<file path="src/rtl/ws_pe_pkg.sv">
// rtl/ws_pe_pkg.sv - shared widths and saturating-add helper for the weight-stationary PE
package ws_pe_pkg;

   localparam int DEFAULT_DATA_WIDTH = 16;
   localparam int DEFAULT_PSUM_WIDTH = 32;
   localparam int MUL_STAGES_MAX     = 2;
   localparam int SAT_MAX_WIDTH      = 64;

   typedef struct packed {
      logic        sat;
      logic [63:0] sum;
   } sat_res_t;

   // Operands are pw-bit values carried in the low bits; result is clamped to the pw-bit range.
   function automatic sat_res_t sat_add(input logic [63:0] a, input logic [63:0] b,
                                        input int unsigned pw, input logic sgn);
      logic [63:0] mask;
      logic [63:0] msb;
      logic [63:0] hi;
      logic [64:0] ae;
      logic [64:0] be;
      logic [64:0] s;
      sat_res_t    r;
      mask = (pw >= 64) ? '1 : ((64'd1 << pw) - 64'd1);
      msb  = mask & ~(mask >> 1);
      hi   = mask >> 1;
      ae   = {1'b0, a & mask};
      be   = {1'b0, b & mask};
      if (sgn) begin
         if ((a & msb) != 64'd0) ae = ae | ~{1'b0, mask};
         if ((b & msb) != 64'd0) be = be | ~{1'b0, mask};
      end
      s     = ae + be;
      r.sat = 1'b0;
      r.sum = s[63:0] & mask;
      if (sgn) begin
         if ($signed(s) > $signed({1'b0, hi})) begin
            r.sat = 1'b1;
            r.sum = hi;
         end else if ($signed(s) < $signed(~{1'b0, hi})) begin
            r.sat = 1'b1;
            r.sum = msb;
         end
      end else if (s > {1'b0, mask}) begin
         r.sat = 1'b1;
         r.sum = mask;
      end
      return r;
   endfunction

endpackage

</file>
<file path="src/rtl/ws_pe_weight_buf.sv">
// rtl/ws_pe_weight_buf.sv - shadow/active weight pair; shadow forms the column shift chain
module ws_pe_weight_buf
   import ws_pe_pkg::*;
#(
   parameter int DATA_WIDTH = DEFAULT_DATA_WIDTH
) (
   input  logic                  clk,
   input  logic                  reset,
   input  logic [DATA_WIDTH-1:0] weight_in,
   input  logic                  weight_shift,
   input  logic                  weight_swap,
   output logic [DATA_WIDTH-1:0] weight_shadow,
   output logic [DATA_WIDTH-1:0] weight_active
);

   // Both registers sample pre-edge values, so a same-cycle swap takes the old shadow.
   always_ff @(posedge clk or posedge reset) begin
      if (reset) begin
         weight_shadow <= '0;
         weight_active <= '0;
      end else begin
         if (weight_shift) weight_shadow <= weight_in;
         if (weight_swap)  weight_active <= weight_shadow;
      end
   end

endmodule

</file>
<file path="src/rtl/ws_pe_dbuf.sv">
// rtl/ws_pe_dbuf.sv - weight-stationary MAC PE with double-buffered weights
// Define WS_PE_SAT_EN for a saturating final add with sticky sat_flag.
module ws_pe_dbuf
   import ws_pe_pkg::*;
#(
   parameter int DATA_WIDTH = DEFAULT_DATA_WIDTH,
   parameter int PSUM_WIDTH = DEFAULT_PSUM_WIDTH,
   parameter int MUL_STAGES = 1,
   parameter int SIGNED     = 1
) (
   input  logic                  clk,
   input  logic                  reset,
   input  logic                  valid_in,
   input  logic [DATA_WIDTH-1:0] input_in,
   input  logic [PSUM_WIDTH-1:0] psum_in,
   output logic [DATA_WIDTH-1:0] input_out,
   output logic                  valid_out,
   output logic [PSUM_WIDTH-1:0] psum_out,
   output logic                  psum_valid,
   input  logic [DATA_WIDTH-1:0] weight_in,
   input  logic                  weight_shift,
   output logic [DATA_WIDTH-1:0] weight_out,
   input  logic                  weight_swap,
   output logic                  sat_flag
);

   localparam int PROD_W = 2 * DATA_WIDTH;
   localparam int EXT_W  = PSUM_WIDTH - PROD_W;

   generate
      if (PSUM_WIDTH < PROD_W) begin : g_bad_psum_width
         $error("ws_pe_dbuf: PSUM_WIDTH must be >= 2*DATA_WIDTH");
      end
      if (MUL_STAGES < 1 || MUL_STAGES > MUL_STAGES_MAX) begin : g_bad_mul_stages
         $error("ws_pe_dbuf: MUL_STAGES must be 1 or 2");
      end
   endgenerate

   logic [DATA_WIDTH-1:0] w_active;

   ws_pe_weight_buf #(
      .DATA_WIDTH(DATA_WIDTH)
   ) u_weight_buf (
      .clk          (clk),
      .reset        (reset),
      .weight_in    (weight_in),
      .weight_shift (weight_shift),
      .weight_swap  (weight_swap),
      .weight_shadow(weight_out),
      .weight_active(w_active)
   );

   // Extending to the full product width first makes the low 2*DW bits exact for both signednesses.
   logic [PROD_W-1:0]     x_ext;
   logic [PROD_W-1:0]     w_ext;
   logic [PROD_W-1:0]     prod;
   logic [PSUM_WIDTH-1:0] prod_ext;

   assign x_ext = (SIGNED != 0) ? {{DATA_WIDTH{input_in[DATA_WIDTH-1]}}, input_in}
                                : {{DATA_WIDTH{1'b0}}, input_in};
   assign w_ext = (SIGNED != 0) ? {{DATA_WIDTH{w_active[DATA_WIDTH-1]}}, w_active}
                                : {{DATA_WIDTH{1'b0}}, w_active};
   assign prod  = x_ext * w_ext;

   generate
      if (EXT_W == 0) begin : g_prod_noext
         assign prod_ext = prod;
      end else begin : g_prod_ext
         assign prod_ext = {{EXT_W{(SIGNED != 0) && prod[PROD_W-1]}}, prod};
      end
   endgenerate

   always_ff @(posedge clk or posedge reset) begin
      if (reset) begin
         input_out <= '0;
         valid_out <= 1'b0;
      end else begin
         valid_out <= valid_in;
         if (valid_in) input_out <= input_in;
      end
   end

   logic [PSUM_WIDTH-1:0] add_a;
   logic [PSUM_WIDTH-1:0] add_b;
   logic                  add_en;

   generate
      if (MUL_STAGES == 1) begin : g_mac1
         assign add_a  = psum_in;
         assign add_b  = prod_ext;
         assign add_en = valid_in;

         always_ff @(posedge clk or posedge reset) begin
            if (reset) psum_valid <= 1'b0;
            else       psum_valid <= valid_in;
         end
      end else begin : g_mac2
         logic [PSUM_WIDTH-1:0] psum_d;
         logic [PSUM_WIDTH-1:0] prod_r;
         logic                  v1;

         // Product is captured at issue, so a later swap cannot disturb an op in flight.
         always_ff @(posedge clk or posedge reset) begin
            if (reset) begin
               psum_d     <= '0;
               prod_r     <= '0;
               v1         <= 1'b0;
               psum_valid <= 1'b0;
            end else begin
               v1         <= valid_in;
               psum_valid <= v1;
               if (valid_in) begin
                  psum_d <= psum_in;
                  prod_r <= prod_ext;
               end
            end
         end

         assign add_a  = psum_d;
         assign add_b  = prod_r;
         assign add_en = v1;
      end
   endgenerate

   logic [PSUM_WIDTH-1:0] sum;

`ifdef WS_PE_SAT_EN
   generate
      if (PSUM_WIDTH > SAT_MAX_WIDTH) begin : g_bad_sat_width
         $error("ws_pe_dbuf: saturation supports PSUM_WIDTH up to 64");
      end
   endgenerate

   sat_res_t sat_r;

   always_comb begin
      sat_r = sat_add(64'(add_a), 64'(add_b), PSUM_WIDTH, SIGNED != 0);
   end

   assign sum = sat_r.sum[PSUM_WIDTH-1:0];

   always_ff @(posedge clk or posedge reset) begin
      if (reset)                    sat_flag <= 1'b0;
      else if (add_en && sat_r.sat) sat_flag <= 1'b1;
   end
`else
   assign sum      = add_a + add_b;
   assign sat_flag = 1'b0;
`endif

   always_ff @(posedge clk or posedge reset) begin
      if (reset)       psum_out <= '0;
      else if (add_en) psum_out <= sum;
   end

endmodule

</file>
<file path="config.mk">
export PLATFORM = sky130hd
export DESIGN_NAME = ws_pe_dbuf
export DESIGN_NICKNAME = d
export VERILOG_FILES = /design/src/rtl/ws_pe_pkg.sv /design/src/rtl/ws_pe_weight_buf.sv /design/src/rtl/ws_pe_dbuf.sv
export SDC_FILE = /design/constraint.sdc
export NUM_CORES = 1
export LEC_CHECK = 0
export ABC_AREA = 1
export CAP_MARGIN = 20
export CORE_UTILIZATION = 55
export DETAILED_ROUTE_END_ITERATION = 6
export PLACE_DENSITY = 0.85
export SLEW_MARGIN = 10
export SYNTH_ARGS = -nofsm -noshare
export SYNTH_HDL_FRONTEND = slang
export SYNTH_SLANG_ARGS = --single-unit
</file>
<file path="constraint.sdc">
create_clock -name clk -period 6.75 [get_ports clk]
set_clock_uncertainty 0.05 [all_clocks]
set_input_delay 1.35 -clock clk [delete_from_list [all_inputs] [get_ports clk]]
set_output_delay 1.35 -clock clk [all_outputs]
set_load 0.05 [all_outputs]
</file>
* Word-level counts from Yosys, hierarchy flattened
Cells that the tools add are included.
** Operators by class
- Multiply operators :: 1
- $add $sub $neg :: 1
** Operator list (count)
- adder 32 bit :: 1
- multiplier 16 x 16 -> 32 bit :: 1
** Word-level totals
- Word-level logic and storage cells :: 7
- Flip-flop bits (word level) :: 81
- Output and inout bits :: 67

* Logic depth before layout (Yosys ltp)
Gate-level depths: netlist (run 1).
- Depth in word-level cells :: 2
- Gate-level depth with buffers :: 29

* Modules after synthesis
A second synthesis (run 1) with hierarchy kept.
** Unflattened totals
- Cell total of the unflattened synthesis :: 1848
- Area, all modules :: 14724.1 um^2
** Modules (own cells, without submodules)
- ws_pe_dbuf :: cells each 1711, times used 1, area each 13457.9 um^2
- ws_pe_weight_buf :: cells each 137, times used 1, area each 1266.2 um^2

* Least setup slack after synthesis (run 1)
No wires, ideal clock.
- Kind :: input -> register
- From :: input port input_in[15]
- To :: register psum_out[23]
- Path buffers :: 2
- Cell stages on the path :: 24
- Arrival time :: 6.475 ns
- Data required time :: 6.582 ns
- Setup slack :: 0.107 ns
- Setup time :: 0.118 ns
- Cell sequence :: buf_4 > clkbuf_1 > nand2_1 > inv_1 > fa_1 > inv_1 > fa_1 > inv_1 > fa_1 > fa_1 > fa_1 > inv_1 > fa_1 > inv_1 > ha_1 > a21oi_1 > nand2_1 > inv_1 > nand2_1 > a21oi_1 > nand2_1 > or2_1 > nand3_1 > nand2_1
** On the way
- Longest elaborated chain between the ends :: 2
** Ends and longest elaborated chain
- start: declaration :: line ws_pe_dbuf.sv:14 : input logic [DATA_WIDTH-1:0] input_in,
- multiplier 16 x 16 -> 32 bit :: line ws_pe_dbuf.sv:63 : assign prod = x_ext * w_ext;
- adder 32 bit :: line ws_pe_dbuf.sv:147 : assign sum = add_a + add_b;
- end signal: assignment :: line ws_pe_dbuf.sv:153 : else if (add_en) psum_out <= sum;
- end: declaration :: line ws_pe_dbuf.sv:18 : output logic [PSUM_WIDTH-1:0] psum_out,
Every way passes these cells.
A chain may end at the register's enable or synchronous reset.

* Final worst setup path (run 1)
- From :: input port input_in[6]
- To :: register psum_out[17]
Same word-level chain as after synthesis.

==> results of run 1 <==
==> synth_stat cells (6+ instances only) <==
| cell | n |
|---|---|
| inv_1 | 543 |
| nand2_1 | 487 |
| fa_1 | 292 |
| ha_1 | 98 |
| dfrtp_1 | 81 |
| clkbuf_1 | 75 |
| nor2_1 | 71 |
| nand3_1 | 46 |
| a21oi_1 | 44 |
| o21ai_0 | 35 |
| nand4_1 | 16 |
| a31oi_1 | 10 |
| nor2_2 | 7 |
| xnor2_1 | 6 |
==> path summary, 6_finish.rpt <==
path                       cells past startpoint                             end
min in group asynchronous                      3                     psum_out[6]
max                                           26                    psum_out[17]
max in group asynchronous                      4  u_weight_buf.weight_active[15]
min                                            2                    input_out[2]
min reg2reg                                    2                    input_out[2]
max reg2reg                                   21                    psum_out[25]
==> layer usage <==
layer | track usage [%] | wire (um) | up-vias
met5 | 0 | 0 | -
met4 | 17.8 | 2060 | 0
li1 | - | - | 5735
met2 | 55.2 | 21200 | 622
met1 | 35.8 | 14700 | 6259
met3 | 5.46 | 3130 | 165
==> metrics by stage <==
step | instance area [um^2] | instances | util [%] | setup slack (ps)
2_1_floorplan | 14800 | 1865 | - | 107
3_3_place_gp | 17500 | 2401 | 66.7 | -325
3_5_place_dp | 17500 | 2401 | 66.7 | -401
4_1_cts | 17800 | 2417 | 67.8 | 7.44
5_1_grt | 18300 | 2423 | 69.7 | -24.9
6_report | 18300 | 2423 | 69.7 | 132
==> layout by cell type (no fill, tap or decap), types with 5 or more instances in the layout <==
| cell type | count |
|---|---|
| a21oi_1 | 34 |
| a21oi_2 | 11 |
| a31oi_1 | 10 |
| buf_12 | 14 |
| buf_4 | 134 |
| clkbuf_16 | 10 |
| clkdlybuf4s50_1 | 125 |
| dfrtp_1 | 81 |
| dlymetal6s2s_1 | 8 |
| fa_1 | 288 |
| ha_1 | 84 |
| ha_4 | 13 |
| inv_1 | 529 |
| inv_2 | 17 |
| nand2_1 | 463 |
| nand2_2 | 24 |
| nand3_1 | 45 |
| nand4_1 | 16 |
| nor2_1 | 61 |
| nor2_2 | 10 |
| nor2_4 | 8 |
| o21ai_0 | 31 |
| o21ai_1 | 7 |
| or2_2 | 5 |
| xnor2_1 | 6 |
==> registers in the layout, indices dropped and copies added (netlist names) <==
register and flops:
input_out 16, psum_out 32, u_weight_buf.weight_active 16, psum_valid 1
u_weight_buf.weight_shadow 16
==> logic make-up (layout without fill, tap and decap cells) <==
logic type | count (synthesis) | in the layout | synth area share (%)
AO/OA/AOI/OAI | 106 | 106 | 3.98
XOR/XNOR | 9 | 9 | 0.534
adder cells (fa/ha/maj) | 390 | 390 | 47.9
buffers and inverters | 629 | 852 | 16.1
flip-flops | 81 | 81 | 13.7
multiplexers | 1 | 1 | 0.0763
other | 1 | 1 | 0.0254
AND/OR/NAND/NOR | 648 | 648 | 17.6
==> worst min-delay path, delay by kind of cell (launching register included) <==
| family | cells | cell delay (ps) |
|---|---|---|
| DFF | 1 | 350 |
| and+or+nand+nor | 2 | 100 |
==> final cells by class <==
type | instances | share of cell area [%]
Timing Repair Buffer | 288 | 15.0
Sequential cell | 81 | 11.1
Multi-Input combinational cell | 1155 | 58.8
Tap cell | 335 | 2.29
Clock inverter | 6 | 0.274
Clock buffer | 10 | 1.25
Inverter | 548 | 11.3
==> what timing repair did <==
item,in CTS,in global routing
pin swaps,0,40
endpoints found under the setup margin,1,19
gates cloned,0,1
gates resized for setup,1,112
setup buffers,0,5
==> flow_summary.json, run 1 <==
{
  "status": "finished, violations left",
  "violations": "DRC",
  "grt_pass1_vias": 14000,
  "crit_path_max_incr_delay_ps": 560,
  "hp-class": "flip-flop to flip-flop",
  "ys.flop_type": "dfrtp_1",
  "die_width_um": 166,
  "core_area_um2": 26200,
  "arrival_ps": 6870,
  "synth_top_area_cell": "fa_1",
  "start_util_pct": 56.3,
  "layout_min_cycle_time_ps": 6620,
  "overflow": 0,
  "drc": 14,
  "cap_viol_max_count": 0,
  "vias_per_cell": 5.27,
  "cp_common_cell": "fa_1",
  "relSlewSlack_pct": 32.5,
  "critPathSlowestCell": "fa_1",
  "wire_per_inst_um": 16.9,
  "fmax_mhz": 151,
  "antenna_cells": 0,
  "timing.hold.ws_ps": 424,
  "ys_warn_count": 0,
  "vias": 12800,
  "crit_type": "input pin to flip-flop",
  "grt_start_max_net_pins": 82,
  "cts.sinks": 81,
  "drv_slew": 0,
  "syn_inst": 1865,
  "dieHeight_um": 166,
  "nets": 2542,
  "final.setup.tns_ps": 0,
  "yosysTopAreaCellShare_pct": 39.6,
  "cp_top_family": "adder cells",
  "nFillCells": 1902,
  "synth_seq_cells": 81,
  "hold_start": "input_out[2]",
  "async_reset_ff_share_pct": 100,
  "cts_root_buffer": "clkbuf_16",
  "grt_antenna_before_repair": 0,
  "multiInputGateArea_um2": 10800,
  "path_max_fanout": 6,
  "drtIter0Drc": 971,
  "io_buffers": 134,
  "reg2reg_slack_ps": 650,
  "first_pass_iters": 7,
  "seq_area_frac_synth_pct": 13.7,
  "worstSetupEndpointType": "flip-flop",
  "num_rows": 59,
  "cts.path.max_buffers": 2,
  "io_pins": 136,
  "cts_tree": "done",
  "detailed_place_hpwl_um": 32800,
  "area_growth_pct": 23.8,
  "period_share_pct": 98.1,
  "synth_nets": 2324,
  "h-tree-depth": 3,
  "start_kind": "input pin",
  "routed_wl_um": 41000,
  "clkTransAtPathRegs_ps": 70,
  "syn_area_um2": 14800,
  "grt_pass1_wl_um": 66700,
  "numCtsBuffers": 9,
  "cts_hold_buf": 0,
  "yosys-top-cells-area": "fa_1, inv_1, dfrtp_1, nand2_1, ha_1",
  "worst-path-buf-inv": 9,
  "ys_types": 40,
  "seq_area_um2": 2030,
  "grt_usage_pct": 31.2,
  "syn_area_per_cell_um2": 7.92,
  "clk_latency_ps": 360,
  "tightestPinTransition_ps": 1010,
  "dieArea_um2": 27500,
  "drive_gt1_share_pct": 13.3,
  "hold_viol_final": 0,
  "startpoint": "input_in[6]",
  "setup_violations": 0,
  "gp_congestion": 0.923,
  "synth_edf_count": 0,
  "cp.required_ps": 7000,
  "reg2reg_from": "u_weight_buf.weight_active[1]",
  "ant_nets": 0
}
Power of run 1 is not shown: default switching activity piles up to over one toggle a cycle in this logic, so the estimate is an artifact.
==> run 2, diff against run 1 <==
--- a/config.mk
+++ b/config.mk
@@ -7,9 +7,11 @@
 export LEC_CHECK = 0
 export ABC_AREA = 1
 export CAP_MARGIN = 20
-export CORE_UTILIZATION = 55
+export CELL_PAD_IN_SITES_DETAIL_PLACEMENT = 1
+export CELL_PAD_IN_SITES_GLOBAL_PLACEMENT = 1
+export CORE_UTILIZATION = 45
 export DETAILED_ROUTE_END_ITERATION = 6
-export PLACE_DENSITY = 0.85
+export PLACE_DENSITY = 0.91
 export SLEW_MARGIN = 10
 export SYNTH_ARGS = -nofsm -noshare
 export SYNTH_HDL_FRONTEND = slang
==> flow_summary.json, run 2 (same netlist as run 1, synthesis figures left out) <==
{
  "cts.sinks": 81,
  "clkTransAtPathRegs_ps": 80,
  "fin_area_um2": 18700,
  "area_growth_pct": 26.5,
  "drc": 0,
  "hp-class": "flip-flop to flip-flop",
  "hold_viol_final": 0,
  "numCtsBuffers": 9,
  "cts_root_buffer": "clkbuf_16",
  "violations": "setup timing",
  "status": "finished, violations left",
  "ant_nets": 0,
  "arrival_ps": 7080,
  "layout_min_cycle_time_ps": 6890,
  "timing.hold.ws_ps": 422,
  "start_kind": "input pin",
  "period_share_pct": 102,
  "io_pins": 136,
  "grt_usage_pct": 35.8,
  "detailed_place_hpwl_um": 44300,
  "nFillCells": 3836,
  "h-tree-depth": 3,
  "drive_gt1_share_pct": 16.2,
  "first_pass_iters": 6,
  "io_buffers": 134,
  "wire_per_inst_um": 24.4,
  "worstSetupEndpointType": "flip-flop",
  "final_cell_mix": "inv_1, nand2_1, fa_1",
  "drtIter0Drc": 1050,
  "wl_met3_um": 4410,
  "drv_slew": 0,
  "core_area_um2": 31900,
  "setup_ws_ps": -135,
  "cap_viol_max_count": 0,
  "relSlewSlack_pct": 28.7,
  "cts.path.max_buffers": 2,
  "crit_type": "input pin to flip-flop",
  "routed_wl_um": 62000,
  "start_util_pct": 46.3,
  "drt-met1-wl_um": 20300,
  "cp.required_ps": 6950,
  "antenna_cells": 0,
  "clk_latency_ps": 370,
  "grt_start_max_net_pins": 60,
  "grt_pass1_wl_um": 88600,
  "dieArea_um2": 33500,
  "tightestPinTransition_ps": 1070,
  "nets": 2566,
  "num_rows": 65,
  "placed_cell_area_um2": 17500,
  "overflow": 0,
  "top_layer_used": "met4",
  "final_common_cell": "inv_1",
  "grt_antenna_before_repair": 1,
  "grt_pass1_vias": 16300,
  "wl_met2_um": 31200,
  "multiInputGateArea_um2": 10900,
  "gp_congestion": 0.896,
  "largest_reg_flops": 32,
  "largest_register": "psum_out",
  "seq_area_um2": 2030,
  "fmax_mhz": 145,
  "vias": 14100,
  "setup_violations": 10,
  "dieHeight_um": 183,
  "cts_tree": "done",
  "die_width_um": 183,
  "cts_hold_buf": 0,
  "path_max_fanout": 5,
  "vias_per_cell": 5.52
}
run 2: cell count changes in the layout (fill, tap and decap cells not counted), sizes merged:
cell           previous run  this run
clkinvlp                  2         0
buf                     154       179
bufinv                    0         3
dlygate4sd2               0         1
inv                     549       547
clkinv                    3         4
dlymetal6s2s              8        12
clkdlybuf4s50           125       118
run 2: repair_timing:
| action | in CTS | in global routing |
|---|---|---|
| buffers inserted | 1 | 22 |
| resized for setup | 68 | 116 |
| endpoints found under the setup margin | 15 | 20 |
| cloned | 1 | 2 |
| hold endpoints to repair | 0 | 0 |
| pin swaps | 12 | 51 |
run 2: stage by stage:
stage	utilization, %	instances	setup slack (ps)	TNS (ps)
2_1_floorplan	-	1865	107	0
3_3_place_gp	55.0	2504	-357	-3850
3_5_place_dp	55.0	2504	-743	-9330
4_1_cts	56.9	2521	2.24	0
5_1_grt	58.6	2546	-289	-2570
6_report	58.6	2546	-135	-642
run 2: final timing paths:
path	start	end	slack, ps	cells past startpoint
worst max-delay path	input_in[15]	psum_out[23]	-140	25
worst min-delay path	input_out[9]	input_out[9]	420	2
worst max register to register	u_weight_buf.weight_active[2]	psum_out[23]	50	23
worst min register to register	input_out[9]	input_out[9]	420	2
max in group asynchronous	reset	u_weight_buf.weight_shadow[13]	4160	3
min in group asynchronous	reset	psum_valid	1240	2
run 2: final cells by class:
type                    count  share of cell area (%)
multi-input cells        1155                    58.2
repair buffers            312                    15.2
inverters                 548                    11.0
flip-flops and latches     81                    10.9
well taps                 435                    2.91
clock buffers               9                    1.21
clock inverters             6                   0.623
run 2: critical path, stage by stage:
cell	delay (ps)
clkbuf_2	130
buf_6	140
nand2_1	90
inv_2	150
fa_1	460
buf_6	160
fa_1	510
inv_1	60
fa_1	510
inv_1	70
fa_1	530
fa_1	580
inv_2	120
fa_2	730
inv_2	90
ha_4	290
a21oi_4	280
nand2_2	110
nand2_2	90
nand2_4	80
a21oi_2	110
nand2_1	70
or2_1	200
nand3_1	70
nand2_1	80
run 2: layer usage:
layer | vias to the layer above | track usage, %
met3 | 372 | 6.73
met4 | 0 | 27.6
met5 | - | 0
met1 | 7125 | 36.6
met2 | 784 | 64.5
li1 | 5784 | -
Power of run 2 is left out for the same reason.
